$ cat src/rtl/fifo_wr_arbiter.sv
// fifo_wr_arbiter
//   Round-robin arbiter that shares one FIFO write port among NUM_REQ
//   producers. A multi-beat packet (delimited by req_last) locks the grant
//   to its owner so packets are never interleaved in the FIFO. Each FIFO
//   word is tagged with the index of the requester that produced it.
//
// Ports
//   clk, rst_n     clock, asynchronous active-low reset
//   req_valid      [NUM_REQ]            requester i presents a beat
//   req_last       [NUM_REQ]            presented beat ends requester i's packet
//   req_data       [NUM_REQ*DATA_WIDTH] requester i payload at [i*DATA_WIDTH +: DATA_WIDTH]
//   req_ready      [NUM_REQ]            beat of requester i accepted this cycle
//   fifo_full      FIFO full flag
//   fifo_wr_en     FIFO write enable
//   fifo_wr_data   {source index, payload} to FIFO data_in
//   busy           a packet currently holds the lock
//   grant_id       index of the currently granted requester

// One requester's ready slice: ready only when it holds the grant and the
// beat is being accepted.
module fifo_wr_arbiter_lane #(
    parameter int IDW = 2,
    parameter int IDX = 0
) (
    input  logic           acc,
    input  logic [IDW-1:0] grant_id,
    output logic           ready
);
    assign ready = acc && (grant_id == IDW'(IDX));
endmodule

module fifo_wr_arbiter #(
    parameter int  DATA_WIDTH = 8,
    parameter int  NUM_REQ    = 4,
    localparam int IDW        = $clog2(NUM_REQ)
) (
    input  logic                          clk,
    input  logic                          rst_n,
    input  logic [NUM_REQ-1:0]            req_valid,
    input  logic [NUM_REQ-1:0]            req_last,
    input  logic [NUM_REQ*DATA_WIDTH-1:0] req_data,
    output logic [NUM_REQ-1:0]            req_ready,
    input  logic                          fifo_full,
    output logic                          fifo_wr_en,
    output logic [DATA_WIDTH+IDW-1:0]     fifo_wr_data,
    output logic                          busy,
    output logic [IDW-1:0]                grant_id
);

    typedef enum logic {
        IDLE   = 1'b0,
        LOCKED = 1'b1
    } state_t;

    state_t               state, state_nxt;
    logic [IDW-1:0]       prio_ptr, prio_ptr_nxt;
    logic [IDW-1:0]       owner, owner_nxt;

    logic [IDW-1:0]       rr_id;
    logic                 rr_hit;
    logic [IDW:0]         rr_sum;
    logic                 grant_vld;
    logic                 acc;
    logic                 last_sel;

    logic [NUM_REQ-1:0][DATA_WIDTH-1:0] req_data_a;
    assign req_data_a = req_data;

    // Increment modulo NUM_REQ; never produces an index >= NUM_REQ even
    // when NUM_REQ is not a power of two.
    function automatic logic [IDW-1:0] inc_wrap(input logic [IDW-1:0] x);
        return (x == IDW'(NUM_REQ - 1)) ? '0 : x + 1'b1;
    endfunction

    // Round-robin search starting at prio_ptr. The sum is one bit wider
    // than an index so prio_ptr + k (< 2*NUM_REQ) cannot overflow before
    // the modulo fold.
    always_comb begin
        rr_id  = prio_ptr;
        rr_hit = 1'b0;
        rr_sum = '0;
        for (int k = 0; k < NUM_REQ; k++) begin
            rr_sum = {1'b0, prio_ptr} + (IDW+1)'(k);
            if (rr_sum >= (IDW+1)'(NUM_REQ))
                rr_sum = rr_sum - (IDW+1)'(NUM_REQ);
            if (!rr_hit && req_valid[rr_sum[IDW-1:0]]) begin
                rr_id  = rr_sum[IDW-1:0];
                rr_hit = 1'b1;
            end
        end
    end

    // While locked only the owner can be granted, even if it has dropped
    // valid; the lock is held until the owner's last beat is accepted.
    always_comb begin
        if (!rst_n)
            grant_id = '0;
        else if (state == LOCKED)
            grant_id = owner;
        else
            grant_id = rr_id;
    end

    assign grant_vld    = (state == LOCKED) ? req_valid[owner] : rr_hit;
    assign acc          = rst_n && grant_vld && !fifo_full;
    assign last_sel     = req_last[grant_id];
    assign fifo_wr_en   = acc;
    assign fifo_wr_data = {grant_id, req_data_a[grant_id]};
    assign busy         = rst_n && (state == LOCKED);

    for (genvar i = 0; i < NUM_REQ; i++) begin : g_lane
        fifo_wr_arbiter_lane #(
            .IDW (IDW),
            .IDX (i)
        ) u_lane (
            .acc      (acc),
            .grant_id (grant_id),
            .ready    (req_ready[i])
        );
    end

    always_ff @(posedge clk or negedge rst_n) begin
        if (!rst_n) begin
            state    <= IDLE;
            prio_ptr <= '0;
            owner    <= '0;
        end else begin
            state    <= state_nxt;
            prio_ptr <= prio_ptr_nxt;
            owner    <= owner_nxt;
        end
    end

    always_comb begin
        state_nxt    = state;
        prio_ptr_nxt = prio_ptr;
        owner_nxt    = owner;
        if (acc) begin
            case (state)
                IDLE: begin
                    if (last_sel) begin
                        prio_ptr_nxt = inc_wrap(grant_id);
                    end else begin
                        state_nxt = LOCKED;
                        owner_nxt = grant_id;
                    end
                end
                LOCKED: begin
                    if (last_sel) begin
                        state_nxt    = IDLE;
                        prio_ptr_nxt = inc_wrap(owner);
                    end
                end
                default: state_nxt = IDLE;
            endcase
        end
    end

endmodule
$ cat config.mk
export PLATFORM = sky130hd
export DESIGN_NAME = fifo_wr_arbiter
export DESIGN_NICKNAME = d
export VERILOG_FILES = /design/src/rtl/fifo_wr_arbiter.sv
export SDC_FILE = /design/constraint.sdc
export NUM_CORES = 1
export LEC_CHECK = 0
export BUFFER_PORTS_ARGS = -buffer_cell sky130_fd_sc_hd__buf_4
export CAP_MARGIN = 20
export CORE_UTILIZATION = 30
export CTS_BUF_LIST = sky130_fd_sc_hd__clkbuf_4
export DETAILED_ROUTE_END_ITERATION = 8
export PLACE_DENSITY = 0.72
export RECOVER_POWER = 50
export SLEW_MARGIN = 25
export SYNTH_ARGS = -nofsm -noshare
export SYNTH_HDL_FRONTEND = slang
export SYNTH_SLANG_ARGS = --single-unit
export TNS_END_PERCENT = 20
$ cat constraint.sdc
create_clock -name clk -period 2 [get_ports clk]
set_input_delay 0.2 -clock clk [delete_from_list [all_inputs] [get_ports clk]]
set_output_delay 0.2 -clock clk [all_outputs]
set_load 0.01 [all_outputs]
==> results of run 1 <==
[stage by stage]
step           instances  setup TNS, ns  total power [mW]  worst slack (ns)  instance area (um2)
6_report             227         -4.490             2.003           -0.3280                 1867
5_1_grt              227         -5.923             2.128           -0.4190                 1867
4_1_cts              228         -4.009             1.881           -0.2839                 1779
3_5_place_dp         214        -0.9044             1.431           -0.1299                 1544
3_3_place_gp         214        -0.1418             1.408          -0.07595                 1544
2_1_floorplan        115        -0.4030            0.9248           -0.1015                983.4
[area by class of cell]
type | count | area, um2
fill | 231 | 985.9
multi-input combinational | 93 | 904.6
timing repair buffer | 88 | 743.2
sequential | 5 | 125.1
tap | 31 | 38.79
clock buffer | 4 | 30.03
inverter | 6 | 25.02
[metal layers]
layer  track usage, %  routed length [um]
met2            38.92                1999
met3            4.688                 132
met1            23.84                1489
met4            4.422                  44
met5                0                   0
[critical path, delay by kind of cell (launching register included)]
kind | cells | cell delay [ns]
AOI/OAI and AO/OA | 5 | 1.00
and+or+nand+nor | 1 | 0.10
DFF | 1 | 0.42
buffers and inverters | 2 | 0.36
[repair_timing]
item / in CTS / in global routing
pin swaps: 6 / 8
endpoints found under the setup margin: 18 / 21
hold buffers: 1 / 0
endpoints found under the hold margin: 5 / 0
resized for setup: 24 / 31
cloned: 2 / 0
setup buffers: 7 / 1
[worst min path at each step]
stage / depth (start not counted) / start / end / slack, ns
after global placement: 1 / rst_n / owner[1] / 0.04
after detailed placement: 1 / rst_n / owner[0] / 0.04
after CTS: 4 / req_last[1] / prio_ptr[0] / 0.39
after global routing: 4 / req_last[1] / prio_ptr[0] / 0.35
after floorplan: 0 / rst_n / owner[0] / -0.1
final: 4 / req_last[1] / prio_ptr[0] / 0.34
[kinds of logic after synthesis]
group                    count (synthesis)  share of synthesized area [%]
multiplexers                            17                          20.43
XOR/XNOR                                 1                         0.9348
flip-flops                               5                          13.35
AND/OR/NAND/NOR                         34                          19.63
AO/OA/AOI/OAI                           37                          29.51
adder cells (fa/ha/maj)                  4                          5.341
buffers and inverters                   17                          10.81
[registers in the layout, indices dropped and copies added, names as in the netlist]
register  flops
owner         2
prio_ptr      2
state         1
[power breakdown]
part           switching, mW  total, mW  internal (mW)
clock network         0.0414      0.130         0.0889
logic                  0.775       1.68          0.904
registers             0.0536      0.194          0.140
total                  0.870       2.00           1.13
[cell usage after synthesis, drive strengths merged, types with 2 or more instances]
library cell  instances
nor2b                11
o21ai                 8
a211oi                9
dfrtp                 5
nand2                 5
nor2                  5
mux2i                12
o211ai                2
mux2                  4
nand2b                2
a21oi                10
o221ai                2
nand3                 3
buf                  11
and2                  6
ha                    4
inv                   6
==> results_dict.tcl, run 1 <==
set metrics [dict create \
    status "finished, violations left" \
    violations "design-rule violations, negative setup slack" \
    crit_end "fifo_wr_data[6]" \
    end_kind "output pin" \
    grt_pass1_vias 1224 \
    syn_inst 115 \
    path_class "reg2out" \
    netlist_area_um2 937.1 \
    port_buffers 60 \
    cp_data_required_time_ns 1.80 \
    track_usage_pct 20.76 \
    yosysWarnings 0 \
    ys_seq_area_share_pct 13.35 \
    drc 2 \
    r2r_start "prio_ptr[1]" \
    worst_slew_pin_slew_ns 0.3738 \
    synth-seq-cells 5 \
    ant_nets 0 \
    vias 1202 \
    pin_count 61 \
    drtPass1Iterations 6 \
    vias_per_cell 5.295 \
    cts_root_buffer "clkbuf_4" \
    cp.arrival_ns 2.13 \
    start_util_pct 32.85 \
    relSlewSlack_pct 75.08 \
    cp_slowest_stage_delay_ns 0.42 \
    async_reset_ff_share_pct 100.0 \
    finalNetCount 244 \
    fp.coreArea_um2 2853 \
    final_cell_mix "buf_4 (71), buf_6 (14), mux2i_1 (9), a21oi_1 (7), o21ai_1 (6)" \
    grt_pass1_wl_um 5382 \
    cap_violations 0 \
    hold_slack_ns 0.3433 \
    yosysTopAreaCell "dfrtp_1" \
    synth_nets 162 \
    clock_skew_ns 0.0007622 \
    wirelength_um 3666 \
    worst_slack_ns -0.3280 \
    ir_worst_vdd_v 0.0004914 \
    crit_path_top_delay_cell "dfrtp_1" \
    fp.dieArea_um2 3351 \
    p_per_area_nw_per_um2 1073 \
    antenna_cells 0 \
    clkTransAtPathRegs_ns 0.04 \
    clkSinkCount 5 \
    cp_max_fo 11 \
    setup_violations 19 \
    wl_per_cell_um 16.15 \
    finalCritPeriodShare_pct 116.4 \
    min_period_ns 2.328 \
    fmax_mhz 429.5 \
    antenna_found_initial 0 \
    hold_viol_final 0 \
    synth_top_cell_area_share_pct 13.35 \
    syn_avg_cell_area_um2 8.149 \
    grt_max_degree 12 \
    rows 19 \
    h-tree-depth 1 \
    synthFlopType "dfrtp_1" \
    regToRegEndpoint "owner[1]" \
    drt_iter0_markers 35 \
    layout_commonest_cell "buf_4" \
    hpwl_um 2417 \
    die_h_um 57.89 \
    place_congestion 0.8585 \
    cts_made_buffers 3 \
    reg2reg_slack_ns -0.28 \
    ys_types 35 \
    netlist_top_cells_area "dfrtp_1 (13%), mux2i_1 (13%), nor2b_1 (7.3%), a211oi_1 (6.4%), buf_4 (5.6%)" \
    synth_edf_count 0 \
    insertion_delay_ns 0.24 \
    cts_buffer_depth 2 \
    grt_overflow_total 0 \
    p_leak_nw 0.8295 \
    drive_gt1_share_pct 66.33 \
    reg2reg_depth 9 \
    tritoncts "done" \
    rsz0062_at_grt "yes" \
    slew_violations 0 \
    chipWidth_um 57.89 \
    path_common_cell "buf_4" \
    post-route-util_pct 65.44 \
    hold_path_class "in2reg" \
    worstSetupStartpointType "flop" \
    syn2layout_area_growth_pct 99.20 \
    crit_start "prio_ptr[1]" \
    path_cells "nand2_1, o2bb2ai_2, a2111oi_4, o21ai_2, buf_4, a211oi_2, a21oi_1, buf_4" \
]
Power figures use the tool's default switching activity.
==> inputs of run 2 (changes only) <==
- PLACE_DENSITY: 0.72 -> 0.61
==> results_dict.tcl, run 2 (synthesis results as in run 1) <==
set metrics [dict create \
    grt_max_degree 22 \
    grt_pass1_vias 1103 \
    path_cells "nor2_2, nand3_1, a41oi_4, buf_4, mux2_4, o22a_1, mux2_1" \
    syn2layout_area_growth_pct 83.98 \
    drc 3 \
    fp.dieArea_um2 3351 \
    drtPass1Iterations 6 \
    status "finished, violations left" \
    h-tree-depth 1 \
    setup_violations 17 \
    slew_violations 0 \
    reg_top3 "owner (2), prio_ptr (2), state (1)" \
    p_leak_nw 0.7784 \
    cts_root_buffer "clkbuf_4" \
    final_cell_mix "buf_4 (76), mux2i_1 (12), a21oi_1 (10), nor2b_1 (7), buf_6 (5)" \
    worst_slew_pin_slew_ns 0.4823 \
    min_period_ns 2.250 \
    grt_pass1_wl_um 4698 \
    wl_per_cell_um 14.08 \
    drive_gt1_share_pct 60.62 \
    rows 19 \
    vias 1159 \
    insertion_delay_ns 0.24 \
    holdPathStages 4 \
    chipWidth_um 57.89 \
    fp.coreArea_um2 2853 \
    cp_slowest_stage_delay_ns 0.45 \
    finalCritPeriodShare_pct 112.5 \
    cp_data_required_time_ns 2.12 \
    worst_slack_ns -0.2499 \
    cp_max_fo 6 \
    start_util_pct 32.85 \
    antenna_found_initial 0 \
    place_congestion 0.7791 \
    tritoncts "done" \
    pin_count 61 \
    finalNetCount 241 \
    antenna_cells 0 \
    hpwl_um 2405 \
    wirelength_um 3155 \
    post-route-util_pct 60.44 \
    ant_nets 0 \
    relSlewSlack_pct 67.75 \
    power.total_mw 1.772 \
    reg2reg_depth 7 \
    worstSetupStartpointType "flop" \
    path_class "reg2reg" \
    rsz0062_at_grt "yes" \
    layout_commonest_cell "buf_4" \
    hold_viol_final 0 \
    cts_made_buffers 3 \
    grt_overflow_total 0 \
    hold_slack_ns 0.4153 \
    crit_path_top_delay_cell "dfrtp_2" \
    end_kind "flop" \
    drt_iter0_markers 40 \
    vias_per_cell 5.174 \
    clkTransAtPathRegs_ns 0.04 \
    die_h_um 57.89 \
    ir_worst_vdd_v 0.0005336 \
    cap_violations 0 \
    clkSinkCount 5 \
    port_buffers 60 \
    cts_buffer_depth 2 \
    p_per_area_nw_per_um2 1028 \
    fmax_mhz 444.5 \
    cp.arrival_ns 2.37 \
    hold_path_class "in2reg" \
    violations "design-rule violations, negative setup slack" \
    clock_skew_ns 0.002038 \
    track_usage_pct 18.06 \
]
run 2: cell count changes in the layout (fill, tap and decap cells not counted), sizes merged:
cell / previous run / this run
clkbuf: 4 / 5
buf: 87 / 83
run 2: worst paths after layout:
path | from | endpoint | slack (ns)
worst max-delay path | prio_ptr[1] | owner[1] | -0.25
worst min-delay path | req_last[1] | owner[0] | 0.42
worst max register to register | prio_ptr[1] | owner[1] | -0.25
worst min register to register | owner[1] | owner[1] | 0.62
max in group asynchronous | rst_n | prio_ptr[1] | 1.33
min in group asynchronous | rst_n | prio_ptr[0] | 0.45
run 2: power breakdown:
| part | switching, mW | total [mW] | internal, mW |
|---|---|---|---|
| clock | 0.0408 | 0.130 | 0.0889 |
| sequential | 0.0666 | 0.208 | 0.142 |
| combinational | 0.658 | 1.43 | 0.775 |
run 2: through the flow:
stage	setup slack [ns]	instances	cell area (um2)	TNS, ns
floorplan	-0.1015	115	983.4	-0.4030
global placement	-0.03593	213	1528	-0.1557
detailed placement	-0.1121	213	1528	-0.6444
CTS	-0.2069	223	1648	-2.543
global route	-0.3402	224	1724	-4.741
finish	-0.2499	224	1724	-3.029
run 2: what timing repair did:
item / in CTS / in global routing
gates cloned: 1 / 1
buffers inserted: 4 / 0
gates resized for setup: 9 / 15
pin swaps: 3 / 4
endpoints found under the setup margin: 17 / 20
endpoints found under the hold margin: 5 / 0
hold buffers: 1 / 0
run 2: metal layers:
layer	vias up	wire length, um	global-route usage [%]
met2	49	1563	31.69
met4	0	20	6.463
met5	-	0	0
li1	575	-	-
met3	4	184	2.679
met1	531	1387	22.36
run 2: layout make-up:
class,count,area [um2]
Clock buffer,4,30.03
Fill cell,252,1129
Inverter,6,22.52
Multi-Input combinational cell,93,819.5
Sequential cell,5,126.4
Tap cell,31,38.79
Timing Repair Buffer,85,686.9
run 2: worst max-delay path: cells and delay by family, from the launching register on:
kind / cells / cell delay [ns]
compound gates: 2 / 0.64
mux: 2 / 0.61
flops: 1 / 0.45
simple gates: 2 / 0.23
buf+inv: 1 / 0.20
==> inputs of run 3 (changes only) <==
- ABC_AREA: unset -> 1
- PLACE_DENSITY: 0.61 -> 0.58
==> results_dict.tcl, run 3 <==
set metrics [dict create \
    status "finished, violations left" \
    violations "negative setup slack" \
    muxShareOfSynthArea_pct 0 \
    min_to "owner[0]" \
    cts_buffer_depth 2 \
    layout_commonest_cell "buf_4" \
    dpl_worst_slack_ns -0.2779 \
    netlist_area_um2 1131 \
    wl_per_cell_um 11.55 \
    crit_path_top_delay_cell "dfrtp_2" \
    cpLargestDelayFamily "simple AND/OR/NAND/NOR gates" \
    finalNetCount 348 \
    p_per_area_nw_per_um2 1627 \
    crit_start "prio_ptr[0]" \
    fp.coreArea_um2 3468 \
    port_buffers 60 \
    synth_compound_area_share_pct 14.93 \
    hold_viol_final 0 \
    rsz0062_at_grt "yes" \
    cap_violations 0 \
    yosysTopAreaCell "nand2_1" \
    synth_edf_count 0 \
    chipWidth_um 63.40 \
    synth_top_family_by_area "simple AND/OR/NAND/NOR gates" \
    ys_types 22 \
    vias 1621 \
    final_cell_area_um2 2281 \
    place_congestion 0.8728 \
    clock_skew_ns 0.004875 \
    end_kind "output pin" \
    ant_nets 0 \
    cp_max_fo 8 \
    insertion_delay_ns 0.24 \
    worst_slew_pin_slew_ns 0.7002 \
    wirelength_um 3995 \
    path_buf_inv 3 \
    setup_violations 22 \
    relSlewSlack_pct 53.15 \
    reg_top3 "owner (2), prio_ptr (2), state (1)" \
    syn_avg_cell_area_um2 5.438 \
    syn2layout_area_growth_pct 101.7 \
    holdPathStages 6 \
    clkTransAtPathRegs_ns 0.04 \
    cp_slowest_stage_delay_ns 0.46 \
    ir_worst_vdd_v 0.0007880 \
    slew_violations 0 \
    fmax_mhz 398.0 \
    final_cell_mix "buf_4 (81), nand2_1 (42), nand2_2 (28), inv_1 (24), nor2_1 (16)" \
    syn_inst 208 \
    netlist_top_cells_count "nand2_1 (71), inv_1 (27), nor2_1 (17)" \
    fp.dieArea_um2 4020 \
    grt_pass1_wl_um 5830 \
    fillers 334 \
    reg2reg_slack_ns -0.18 \
    start_util_pct 32.61 \
    drc 0 \
    die_h_um 63.40 \
    placed_area_um2 1810 \
    synthXorXnorAreaFrac_pct 0 \
    clkSinkCount 5 \
    cp_data_required_time_ns 1.80 \
    vias_per_cell 4.685 \
    antenna_found_initial 0 \
    pin_count 61 \
    path_cells "clkinv_4, nand2_2, nand2_2, nand2_2, nand2_4, nand2_2, nand2_1, nand2_1, nand2_1, nand2_2, nand2_4, nand2_8, clkbuf_16, nand2_2, o21ai_1, o22ai_2, buf_4" \
    grt_pass1_vias 1408 \
    synth_nets 255 \
    hold_path_class "in2reg" \
    synthAdderAreaFrac_pct 4.425 \
    hpwl_um 2683 \
    ys_seq_area_share_pct 11.06 \
    antenna_cells 0 \
    synth_top_cell_area_share_pct 23.56 \
    rows 21 \
    p_leak_nw 1.219 \
    netlist_top_cells_area "nand2_1 (24%), dfrtp_1 (11%), inv_1 (9.0%), nand3_1 (5.8%), nor2_1 (5.6%)" \
    holdCritStartpoint "req_last[2]" \
    cts_root_buffer "clkbuf_4" \
    finalCritPeriodShare_pct 125.6 \
    synth-seq-cells 5 \
    async_reset_ff_share_pct 100.0 \
    min_period_ns 2.512 \
    track_usage_pct 17.47 \
    r2r_start "prio_ptr[0]" \
    reg2reg_depth 18 \
    path_class "reg2out" \
    worstSetupStartpointType "flop" \
    drtPass1Iterations 4 \
    cp.arrival_ns 2.31 \
    drt_iter0_markers 55 \
    tritoncts "done" \
    yosysWarnings 0 \
    drive_gt1_share_pct 58.67 \
    synthFlopType "dfrtp_1" \
    path_common_cell "nand2_2" \
    grt_overflow_total 0 \
    cts_made_buffers 3 \
    synth-simple-area-share_pct 49.12 \
    h-tree-depth 1 \
    worst_slack_ns -0.5123 \
    regToRegEndpoint "prio_ptr[1]" \
    yosysMostFrequentCell "nand2_1" \
    grt_max_degree 19 \
]
-- run 3: tightest hold or removal path: stages --
cell,delay (ns)
buf_4,0.09
nand2_4,0.05
nand2_2,0.05
nand2_2,0.06
nand4_1,0.07
nand2_1,0.05
-- run 3: final cells by class --
class	count	area (um2)	share of cell area, %
clock buffer	4	30.03	1.317
sequential	5	127.6	5.595
tap	46	57.56	2.523
multi-input combinational	159	1051	46.08
inverter	32	140.1	6.144
timing repair buffer	100	874.6	38.34
-- run 3: metrics by stage --
| step | util (%) | total power, mW | cells | hold WS (ns) | setup TNS, ns |
|---|---|---|---|---|---|
| 6_report | 65.76 | 3.711 | 346 | 0.3744 | -6.910 |
| 5_1_grt | 65.76 | 4.013 | 346 | 0.3870 | -10.13 |
| 4_1_cts | 57.32 | 3.111 | 336 | 0.3677 | -5.993 |
| 3_3_place_gp | 52.20 | 2.638 | 328 | 0.02160 | -3.782 |
| 2_1_floorplan | - | 1.750 | 208 | -0.09559 | -0.2818 |
| 3_5_place_dp | 52.20 | 2.621 | 328 | 0.01977 | -4.027 |
-- run 3: repair_timing --
action,in CTS,in global routing
endpoints found under the hold margin,5,0
cloned,1,4
hold buffers,1,0
resized for setup,35,50
endpoints found under the setup margin,22,22
pin swaps,5,21
setup buffers,2,7
-- run 3: cell families (layout without fill, tap and decap cells) --
logic type,after synthesis,after routing
compound gates,31,31
flops,5,5
buf+inv,45,136
fa+ha+maj,4,4
simple gates,123,124
-- run 3: where the power goes --
| part | leakage, nW | total (mW) | internal [mW] | switching [mW] |
|---|---|---|---|---|
| clock network | 0.0184 | 0.131 | 0.0890 | 0.0417 |
| logic | 1.14 | 3.36 | 1.66 | 1.70 |
| registers | 0.0613 | 0.221 | 0.149 | 0.0715 |
-- run 3: worst max-delay path by stage --
| stage | endpoint | slack [ns] | cells after the start |
|---|---|---|---|
| after CTS | req_ready[1] | -0.41 | 16 |
| final | fifo_wr_data[2] | -0.51 | 17 |
| after detailed placement | fifo_wr_data[0] | -0.28 | 17 |
| after global routing | fifo_wr_data[2] | -0.65 | 17 |
| after floorplan | req_ready[0] | -0.06 | 19 |
| after global placement | fifo_wr_data[7] | -0.26 | 17 |
-- run 3: routing by layer --
layer	global-route usage [%]	part of all wire, %
met4	2.841	1.0
met2	30.45	49
met1	22.68	47
met3	2.717	3.5
met5	0	0
